===== config.mk =====
export PLATFORM = sky130hd
export DESIGN_NAME = mc_ctrl_fsm
export DESIGN_NICKNAME = d
export VERILOG_FILES = /design/src/rtl/mc_ctrl_fsm.sv
export SDC_FILE = /design/constraint.sdc
export NUM_CORES = 1
export LEC_CHECK = 0
export BUFFER_PORTS_ARGS = -buffer_cell sky130_fd_sc_hd__buf_4
export CORE_ASPECT_RATIO = 1.75
export CORE_UTILIZATION = 50
export CTS_BUF_LIST = sky130_fd_sc_hd__clkbuf_4 sky130_fd_sc_hd__clkbuf_8
export CTS_CLUSTER_SIZE = 40
export DETAILED_ROUTE_END_ITERATION = 8
export PLACE_DENSITY = 0.8
export SETUP_SLACK_MARGIN = 0.5
export SKIP_LAST_GASP = 1
export SYNTH_ARGS = -nofsm -noshare
export SYNTH_HDL_FRONTEND = slang
export SYNTH_SLANG_ARGS = --single-unit

===== constraint.sdc =====
create_clock -name CLK -period 2.25 [get_ports CLK]
set_input_delay 0.5625 -clock CLK [delete_from_list [all_inputs] [get_ports CLK]]
set_output_delay 0.5625 -clock CLK [all_outputs]
set_load 0.01 [all_outputs]

===== src/rtl/mc_ctrl_fsm.sv =====
// ---------------------------------------------------------------------------
// mc_ctrl_fsm
//
// Multi-cycle MIPS-style control unit. A Moore FSM walks each instruction
// through FETCH/DECODE and then the memory, ALU, branch or jump path, and
// drives the datapath enables and mux selects for the current state. Only the
// mem_ready qualification (FETCH) and the zero qualification (BRANCH) depend
// combinationally on inputs.
//
// Extra behaviour on top of the basic control flow:
//   - a wait counter traps the FSM when memory stalls for too long,
//   - illegal opcodes/functs trap and set a sticky illegal_instr flag,
//   - a retired-instruction counter (instr_count).
//
// Build option:
//   MC_CTRL_BNE_EN - when defined, opcode 000101 (BNE) is decoded as a branch
//                    taken on !zero; when undefined it is an illegal opcode.
//
// Parameters:
//   WAIT_MAX - consecutive mem_ready=0 cycles tolerated in a memory state
//              before trapping (0 disables the timeout)
//   CNT_W    - width of instr_count
//
// Ports:
//   CLK, FSMRST          - clock (rising edge), async active-high reset
//   opcode, funct        - instruction fields from the instruction register
//   zero                 - ALU result equals zero
//   mem_ready            - memory access completes this cycle
//   RFWE, MWE, IRWE, PCE - register file / memory / IR / PC write enables
//   ALU_sel, ALU_in_sel1, ALU_in_sel2, M_to_RF_sel, RFD_sel, ID_sel, PC_sel
//                        - datapath mux and ALU operation selects
//   illegal_instr        - sticky, set on a trap taken from DECODE
//   timeout              - sticky, set on a memory wait timeout
//   instr_count          - retired instruction count (wraps)
//   state                - current state encoding (debug)
// ---------------------------------------------------------------------------
module mc_ctrl_fsm #(
    parameter int WAIT_MAX = 15,
    parameter int CNT_W    = 16
) (
    input  logic             CLK,
    input  logic             FSMRST,
    input  logic [5:0]       opcode,
    input  logic [5:0]       funct,
    input  logic             zero,
    input  logic             mem_ready,
    output logic             RFWE,
    output logic             MWE,
    output logic             IRWE,
    output logic             PCE,
    output logic [3:0]       ALU_sel,
    output logic             M_to_RF_sel,
    output logic [1:0]       ALU_in_sel1,
    output logic [1:0]       ALU_in_sel2,
    output logic             RFD_sel,
    output logic             ID_sel,
    output logic [1:0]       PC_sel,
    output logic             illegal_instr,
    output logic             timeout,
    output logic [CNT_W-1:0] instr_count,
    output logic [3:0]       state
);

    localparam int WCNT_W = (WAIT_MAX < 1) ? 1 : $clog2(WAIT_MAX + 1);

    localparam logic [5:0] OP_RTYPE = 6'b000000;
    localparam logic [5:0] OP_J     = 6'b000010;
    localparam logic [5:0] OP_BEQ   = 6'b000100;
    localparam logic [5:0] OP_ADDI  = 6'b001000;
    localparam logic [5:0] OP_LW    = 6'b100011;
    localparam logic [5:0] OP_SW    = 6'b101011;
`ifdef MC_CTRL_BNE_EN
    localparam logic [5:0] OP_BNE   = 6'b000101;
`endif

    localparam logic [5:0] F_SLL    = 6'b000000;
    localparam logic [5:0] F_SLLV   = 6'b000100;
    localparam logic [5:0] F_SRAV   = 6'b000111;
    localparam logic [5:0] F_ADD    = 6'b100000;
    localparam logic [5:0] F_SUB    = 6'b100010;
    localparam logic [5:0] F_AND    = 6'b100100;
    localparam logic [5:0] F_OR     = 6'b100101;
    localparam logic [5:0] F_XOR    = 6'b100110;

    localparam logic [3:0] ALU_SUB  = 4'b0000;
    localparam logic [3:0] ALU_ADD  = 4'b0010;
    localparam logic [3:0] ALU_SLL  = 4'b0011;
    localparam logic [3:0] ALU_SRA  = 4'b0111;
    localparam logic [3:0] ALU_AND  = 4'b1000;
    localparam logic [3:0] ALU_OR   = 4'b1001;
    localparam logic [3:0] ALU_XOR  = 4'b1010;

    typedef enum logic [3:0] {
        S_FETCH     = 4'd0,
        S_DECODE    = 4'd1,
        S_MEM_ADDR  = 4'd2,
        S_MEM_READ  = 4'd3,
        S_MEM_WB    = 4'd4,
        S_MEM_WRITE = 4'd5,
        S_EXECUTE   = 4'd6,
        S_ALU_WB    = 4'd7,
        S_BRANCH    = 4'd8,
        S_JUMP      = 4'd9,
        S_IMM_WB    = 4'd10,
        S_TRAP      = 4'd11
    } state_t;

    state_t             r_state;
    state_t             w_nextState;
    logic [WCNT_W-1:0]  r_waitCnt;
    logic [CNT_W-1:0]   r_instrCount;
    logic               r_illegal;
    logic               r_timeout;

    logic               w_functLegal;
    logic [3:0]         w_execAluSel;
    logic [1:0]         w_execIn1;
    logic               w_waitState;
    logic               w_timeoutHit;
    logic               w_retire;
    logic               w_rfwe;
    logic               w_mwe;

`ifdef MC_CTRL_BNE_EN
    logic               r_isBne;
`endif

    // R-type function decode: legality for DECODE and the ALU operation used
    // in EXECUTE. Shift-by-shamt (funct 000000) takes its first ALU operand
    // from the shamt path instead of rs.
    always_comb begin
        w_functLegal = 1'b1;
        w_execAluSel = ALU_SUB;
        w_execIn1    = 2'b01;
        case (funct)
            F_ADD:  w_execAluSel = ALU_ADD;
            F_SUB:  w_execAluSel = ALU_SUB;
            F_AND:  w_execAluSel = ALU_AND;
            F_OR:   w_execAluSel = ALU_OR;
            F_XOR:  w_execAluSel = ALU_XOR;
            F_SLLV: w_execAluSel = ALU_SLL;
            F_SRAV: w_execAluSel = ALU_SRA;
            F_SLL: begin
                w_execAluSel = ALU_SLL;
                w_execIn1    = 2'b10;
            end
            default: w_functLegal = 1'b0;
        endcase
    end

    // The timeout fires on the cycle where the counter already holds
    // WAIT_MAX and memory is still not ready; a ready in that same cycle wins.
    assign w_waitState  = (r_state == S_FETCH) || (r_state == S_MEM_READ) ||
                          (r_state == S_MEM_WRITE);
    assign w_timeoutHit = (WAIT_MAX > 0) && w_waitState && !mem_ready &&
                          (r_waitCnt == WCNT_W'(WAIT_MAX));

    // State register.
    always_ff @(posedge CLK or posedge FSMRST) begin
        if (FSMRST) begin
            r_state <= S_FETCH;
        end else begin
            r_state <= w_nextState;
        end
    end

    // Next-state and output decode. Every output defaults to 0 so that any
    // state only lists what it asserts; unused encodings fall into the
    // default branch and behave exactly like TRAP.
    always_comb begin
        w_nextState = r_state;
        w_retire    = 1'b0;
        w_rfwe      = 1'b0;
        w_mwe       = 1'b0;
        IRWE        = 1'b0;
        PCE         = 1'b0;
        ALU_sel     = 4'b0000;
        M_to_RF_sel = 1'b0;
        ALU_in_sel1 = 2'b00;
        ALU_in_sel2 = 2'b00;
        RFD_sel     = 1'b0;
        ID_sel      = 1'b0;
        PC_sel      = 2'b00;
        case (r_state)
            S_FETCH: begin
                ALU_in_sel2 = 2'b01;
                ALU_sel     = ALU_ADD;
                IRWE        = mem_ready;
                PCE         = mem_ready;
                if (mem_ready) begin
                    w_nextState = S_DECODE;
                end else if (w_timeoutHit) begin
                    w_nextState = S_TRAP;
                end
            end
            S_DECODE: begin
                ALU_in_sel2 = 2'b10;
                ALU_sel     = ALU_ADD;
                case (opcode)
                    OP_LW, OP_SW, OP_ADDI: w_nextState = S_MEM_ADDR;
                    OP_RTYPE: w_nextState = w_functLegal ? S_EXECUTE : S_TRAP;
                    OP_BEQ:   w_nextState = S_BRANCH;
`ifdef MC_CTRL_BNE_EN
                    OP_BNE:   w_nextState = S_BRANCH;
`endif
                    OP_J:     w_nextState = S_JUMP;
                    default:  w_nextState = S_TRAP;
                endcase
            end
            S_MEM_ADDR: begin
                ALU_in_sel1 = 2'b01;
                ALU_in_sel2 = 2'b10;
                ALU_sel     = ALU_ADD;
                case (opcode)
                    OP_LW:   w_nextState = S_MEM_READ;
                    OP_SW:   w_nextState = S_MEM_WRITE;
                    OP_ADDI: w_nextState = S_IMM_WB;
                    default: w_nextState = S_TRAP;
                endcase
            end
            S_MEM_READ: begin
                ID_sel = 1'b1;
                if (mem_ready) begin
                    w_nextState = S_MEM_WB;
                end else if (w_timeoutHit) begin
                    w_nextState = S_TRAP;
                end
            end
            S_MEM_WB: begin
                w_rfwe      = 1'b1;
                M_to_RF_sel = 1'b1;
                w_nextState = S_FETCH;
                w_retire    = 1'b1;
            end
            S_MEM_WRITE: begin
                w_mwe  = 1'b1;
                ID_sel = 1'b1;
                if (mem_ready) begin
                    w_nextState = S_FETCH;
                    w_retire    = 1'b1;
                end else if (w_timeoutHit) begin
                    w_nextState = S_TRAP;
                end
            end
            S_EXECUTE: begin
                ALU_in_sel1 = w_execIn1;
                ALU_in_sel2 = 2'b00;
                ALU_sel     = w_execAluSel;
                w_nextState = S_ALU_WB;
            end
            S_ALU_WB: begin
                w_rfwe      = 1'b1;
                RFD_sel     = 1'b1;
                w_nextState = S_FETCH;
                w_retire    = 1'b1;
            end
            S_IMM_WB: begin
                w_rfwe      = 1'b1;
                w_nextState = S_FETCH;
                w_retire    = 1'b1;
            end
            S_BRANCH: begin
                ALU_in_sel1 = 2'b01;
                ALU_in_sel2 = 2'b00;
                ALU_sel     = ALU_SUB;
                PC_sel      = 2'b01;
`ifdef MC_CTRL_BNE_EN
                PCE         = r_isBne ? ~zero : zero;
`else
                PCE         = zero;
`endif
                w_nextState = S_FETCH;
                w_retire    = 1'b1;
            end
            S_JUMP: begin
                PCE         = 1'b1;
                PC_sel      = 2'b10;
                w_nextState = S_FETCH;
                w_retire    = 1'b1;
            end
            default: begin
                w_nextState = S_FETCH;
            end
        endcase
    end

    // The write enables are also masked by reset directly so a reset in the
    // middle of a store or writeback kills the write without waiting on the
    // state register to propagate.
    assign RFWE = w_rfwe & ~FSMRST;
    assign MWE  = w_mwe & ~FSMRST;

    // Consecutive memory-stall counter; any completed access, timeout or
    // state change restarts it from zero.
    always_ff @(posedge CLK or posedge FSMRST) begin
        if (FSMRST) begin
            r_waitCnt <= '0;
        end else if (w_waitState && !mem_ready && !w_timeoutHit) begin
            r_waitCnt <= r_waitCnt + WCNT_W'(1);
        end else begin
            r_waitCnt <= '0;
        end
    end

    // Retired-instruction counter and the sticky trap-cause flags.
    always_ff @(posedge CLK or posedge FSMRST) begin
        if (FSMRST) begin
            r_instrCount <= '0;
            r_illegal    <= 1'b0;
            r_timeout    <= 1'b0;
        end else begin
            if (w_retire) begin
                r_instrCount <= r_instrCount + CNT_W'(1);
            end
            if ((r_state == S_DECODE) && (w_nextState == S_TRAP)) begin
                r_illegal <= 1'b1;
            end
            if (w_timeoutHit) begin
                r_timeout <= 1'b1;
            end
        end
    end

`ifdef MC_CTRL_BNE_EN
    // Remember whether the branch being decoded is BNE so BRANCH stays a
    // function of state and zero only.
    always_ff @(posedge CLK or posedge FSMRST) begin
        if (FSMRST) begin
            r_isBne <= 1'b0;
        end else if (r_state == S_DECODE) begin
            r_isBne <= (opcode == OP_BNE);
        end
    end
`endif

    assign illegal_instr = r_illegal;
    assign timeout       = r_timeout;
    assign instr_count   = r_instrCount;
    assign state         = r_state;

endmodule


==> results.yml <==
timing:
  worst_hold_slack_ns: 0.373
  fin_tns_setup_ns: 0
  slew_headroom: 0.604
  tightest_slew_ns: 0.594
  fmax_mhz: 449
  setup_viol: 0
  fin_crit_ns: 2.23
  skew_ns: 0.00829
  hold_viol_final: 0
  rsz0062_at_grt: "yes"
  report.final.slew_viol_count: 0
  period_share: 0.989
die:
  rows: 27
  fp.dieW_um: 46.2
  die-area_sq_um: 3670
  coreArea_sq_um: 3210
  start_util: 0.533
  chipHeight_um: 79.4
  ios: 55
synthesis:
  synthCells: 194
  synth_seq_cells: 26
  ys_types: 47
  syn_area_sq_um: 1710
  syn_nets: 212
  yosys_warnings: 0
  yosysSeqAreaShare: 0.380
  synth.avg_cell_area_sq_um: 8.82
place:
  place_area_sq_um: 2260
  dp_hpwl_mm: 3.42
  io_buffers: 54
  gp_congestion: 0.939
clock_network:
  cts_root_buf: "clkbuf_8"
  cts_tree: "built"
  clkSinkCount: 26
  clk_latency_ns: 0.28
  cts_buffer_depth: 2
  clk_pin_slew_worst_paths_ns: 0.09
  htree_num_levels: 1
  numCtsBuffers: 3
setup_path:
  regToRegEndpoint: "instr_count[5]$_DFFE_PP0P_"
  reg2reg_slack_ns: 0.35
  required_ns: 1.69
  arrival_ns: 1.66
  r2r_start: "state[1]$_DFF_PP0_"
  crit_fanout: 5
  reg2reg_depth: 8
  crit_type: "flop to output port"
  end_kind: "output port"
  cp-start-kind: "flop"
layout:
  final_util: 0.901
  fill_cells: 131
  layout_commonest_cell: "buf_4"
  syn2layout_area_growth_pct: 68.9
  regArea_sq_um: 654
  final_cell_mix: "73 x buf_4, 23 x dfrtp_1, 14 x buf_6"
  antenna_cells: 0
  nNetsFinal: 301
  stdcell_area_sq_um: 2890
  drive_gt1_frac: 0.546
  multi_input_area_sq_um: 1280
outcome:
  outcome: "finished, final reports clean"
detailed_routing:
  wirelength_mm: 6.85
  drt_iter0_markers: 109
  viasPerCell: 6.06
  drc_errors: 0
  wl_per_cell_um: 21.1
  vias: 1970
  drtAntennaViolNets: 0
  dr.pass1.iters: 4
power:
  max-vdd-ir-drop_uv: 1140
  p_per_area_nw_per_um2: 1070
  p_leak_nw: 1.33
  finalPower_mw: 3.10
grt:
  overflow: 0
  grt_pass1_vias: 1837
  track_usage: 0.319
  grt_max_degree: 17
  antenna_found_initial: 0
  grt_pass1_wl_mm: 8.49
worst_hold_path:
  hp-class: "input pin to asynchronous set/reset pin"
run:
  maxCapViolations: 0
==> how the worst max path moves through the flow <==
stage,slack (ns),to,startpoint
after floorplan,0.36,ALU_sel[1],funct[5]
after global placement,0.18,ALU_sel[1],funct[2]
after detailed placement,0.12,ALU_sel[1],funct[2]
after CTS,0.13,ALU_sel[1],funct[0]
after global routing,-0.11,ALU_sel[2],state[3]$_DFF_PP0_
final,0.02,RFWE,state[2]$_DFF_PP0_
==> cell families (layout without fill, tap and decap cells) <==
logic type      after synthesis  in the layout  share of synthesized area
flops                        26             26                      0.380
buf+inv                      16            104                     0.0446
xor+xnor                     21             21                      0.107
fa+ha+maj                     2              2                     0.0146
compound gates               31             31                      0.130
mux                           2              2                     0.0124
simple gates                 96             96                      0.311
==> registers in the layout, indices dropped and copies added (netlist names) <==
register and count:
illegal_instr 1, instr_count 16, r_waitCnt 4, state 4, timeout 1
==> per-stage QoR <==
stage	setup WS [ns]	std cells
after floorplan	0.361	194
after global placement	0.184	289
after detailed placement	0.124	289
after CTS	0.132	314
after global routing	-0.112	325
final	0.0239	325
==> Yosys cell counts, drive strengths merged <==
cell,number,area share
a211oi,2,0.0088
a21o,1,0.0044
a21oi,8,0.023
a221oi,1,0.0051
a22oi,2,0.0088
a311oi,1,0.0051
a31o,1,0.0051
a31oi,1,0.0037
and2,2,0.0073
and3,5,0.018
buf,6,0.023
clkbuf,3,0.0066
dfrtp,26,0.38
ha,2,0.015
inv,7,0.015
mux2,1,0.0066
mux2i,1,0.0058
nand2,13,0.029
nand2b,6,0.026
nand3,8,0.023
nand3b,2,0.0088
nand4,5,0.027
nand4b,3,0.024
nor2,28,0.061
nor2b,5,0.018
nor3,12,0.038
nor3b,1,0.0044
nor4,2,0.0073
o211ai,2,0.0088
o21a,1,0.0044
o21ai,6,0.029
o22a,2,0.010
o311ai,1,0.0051
o31ai,2,0.0088
or2,2,0.0073
or3,2,0.010
xnor2,8,0.041
xor2,13,0.067
==> final cells by class <==
class | count | area share
Sequential cell | 26 | 0.226
Clock buffer | 4 | 0.0190
Timing Repair Buffer | 93 | 0.282
Multi-Input combinational cell | 152 | 0.445
Inverter | 7 | 0.00909
Tap cell | 43 | 0.0186
==> power breakdown <==
group          leakage [nW]  internal, mW  total, mW  switching [mW]
sequential            0.321         0.579      0.733           0.154
combinational         0.982          1.01       2.06            1.04
clock                0.0288         0.157      0.313           0.156
total                  1.33          1.75       3.10            1.35
==> metal layers <==
metal  vias up  global-route usage  part of all wire
met1       938               0.330              0.34
met5         -                   0                 0
li1        859                   -                 -
met4         0               0.209             0.072
met3        50              0.0724             0.069
met2       123               0.538              0.52
==> critical path, stage by stage (launching register included) <==
cell      delay [ns]
dfrtp_2         0.47
buf_6           0.15
nand2b_4        0.15
mux2i_1         0.23
a21oi_1         0.11
nor2_1          0.13
buf_4           0.14
==> repair_timing <==
| item | in CTS | in global routing |
|---|---|---|
| resized for setup | 35 | 40 |
| pin swaps | 14 | 25 |
| setup endpoints to repair | 22 | 41 |
| hold buffers | 0 | 0 |
| buffers inserted | 21 | 11 |
Power figures use the tool's default switching activity.
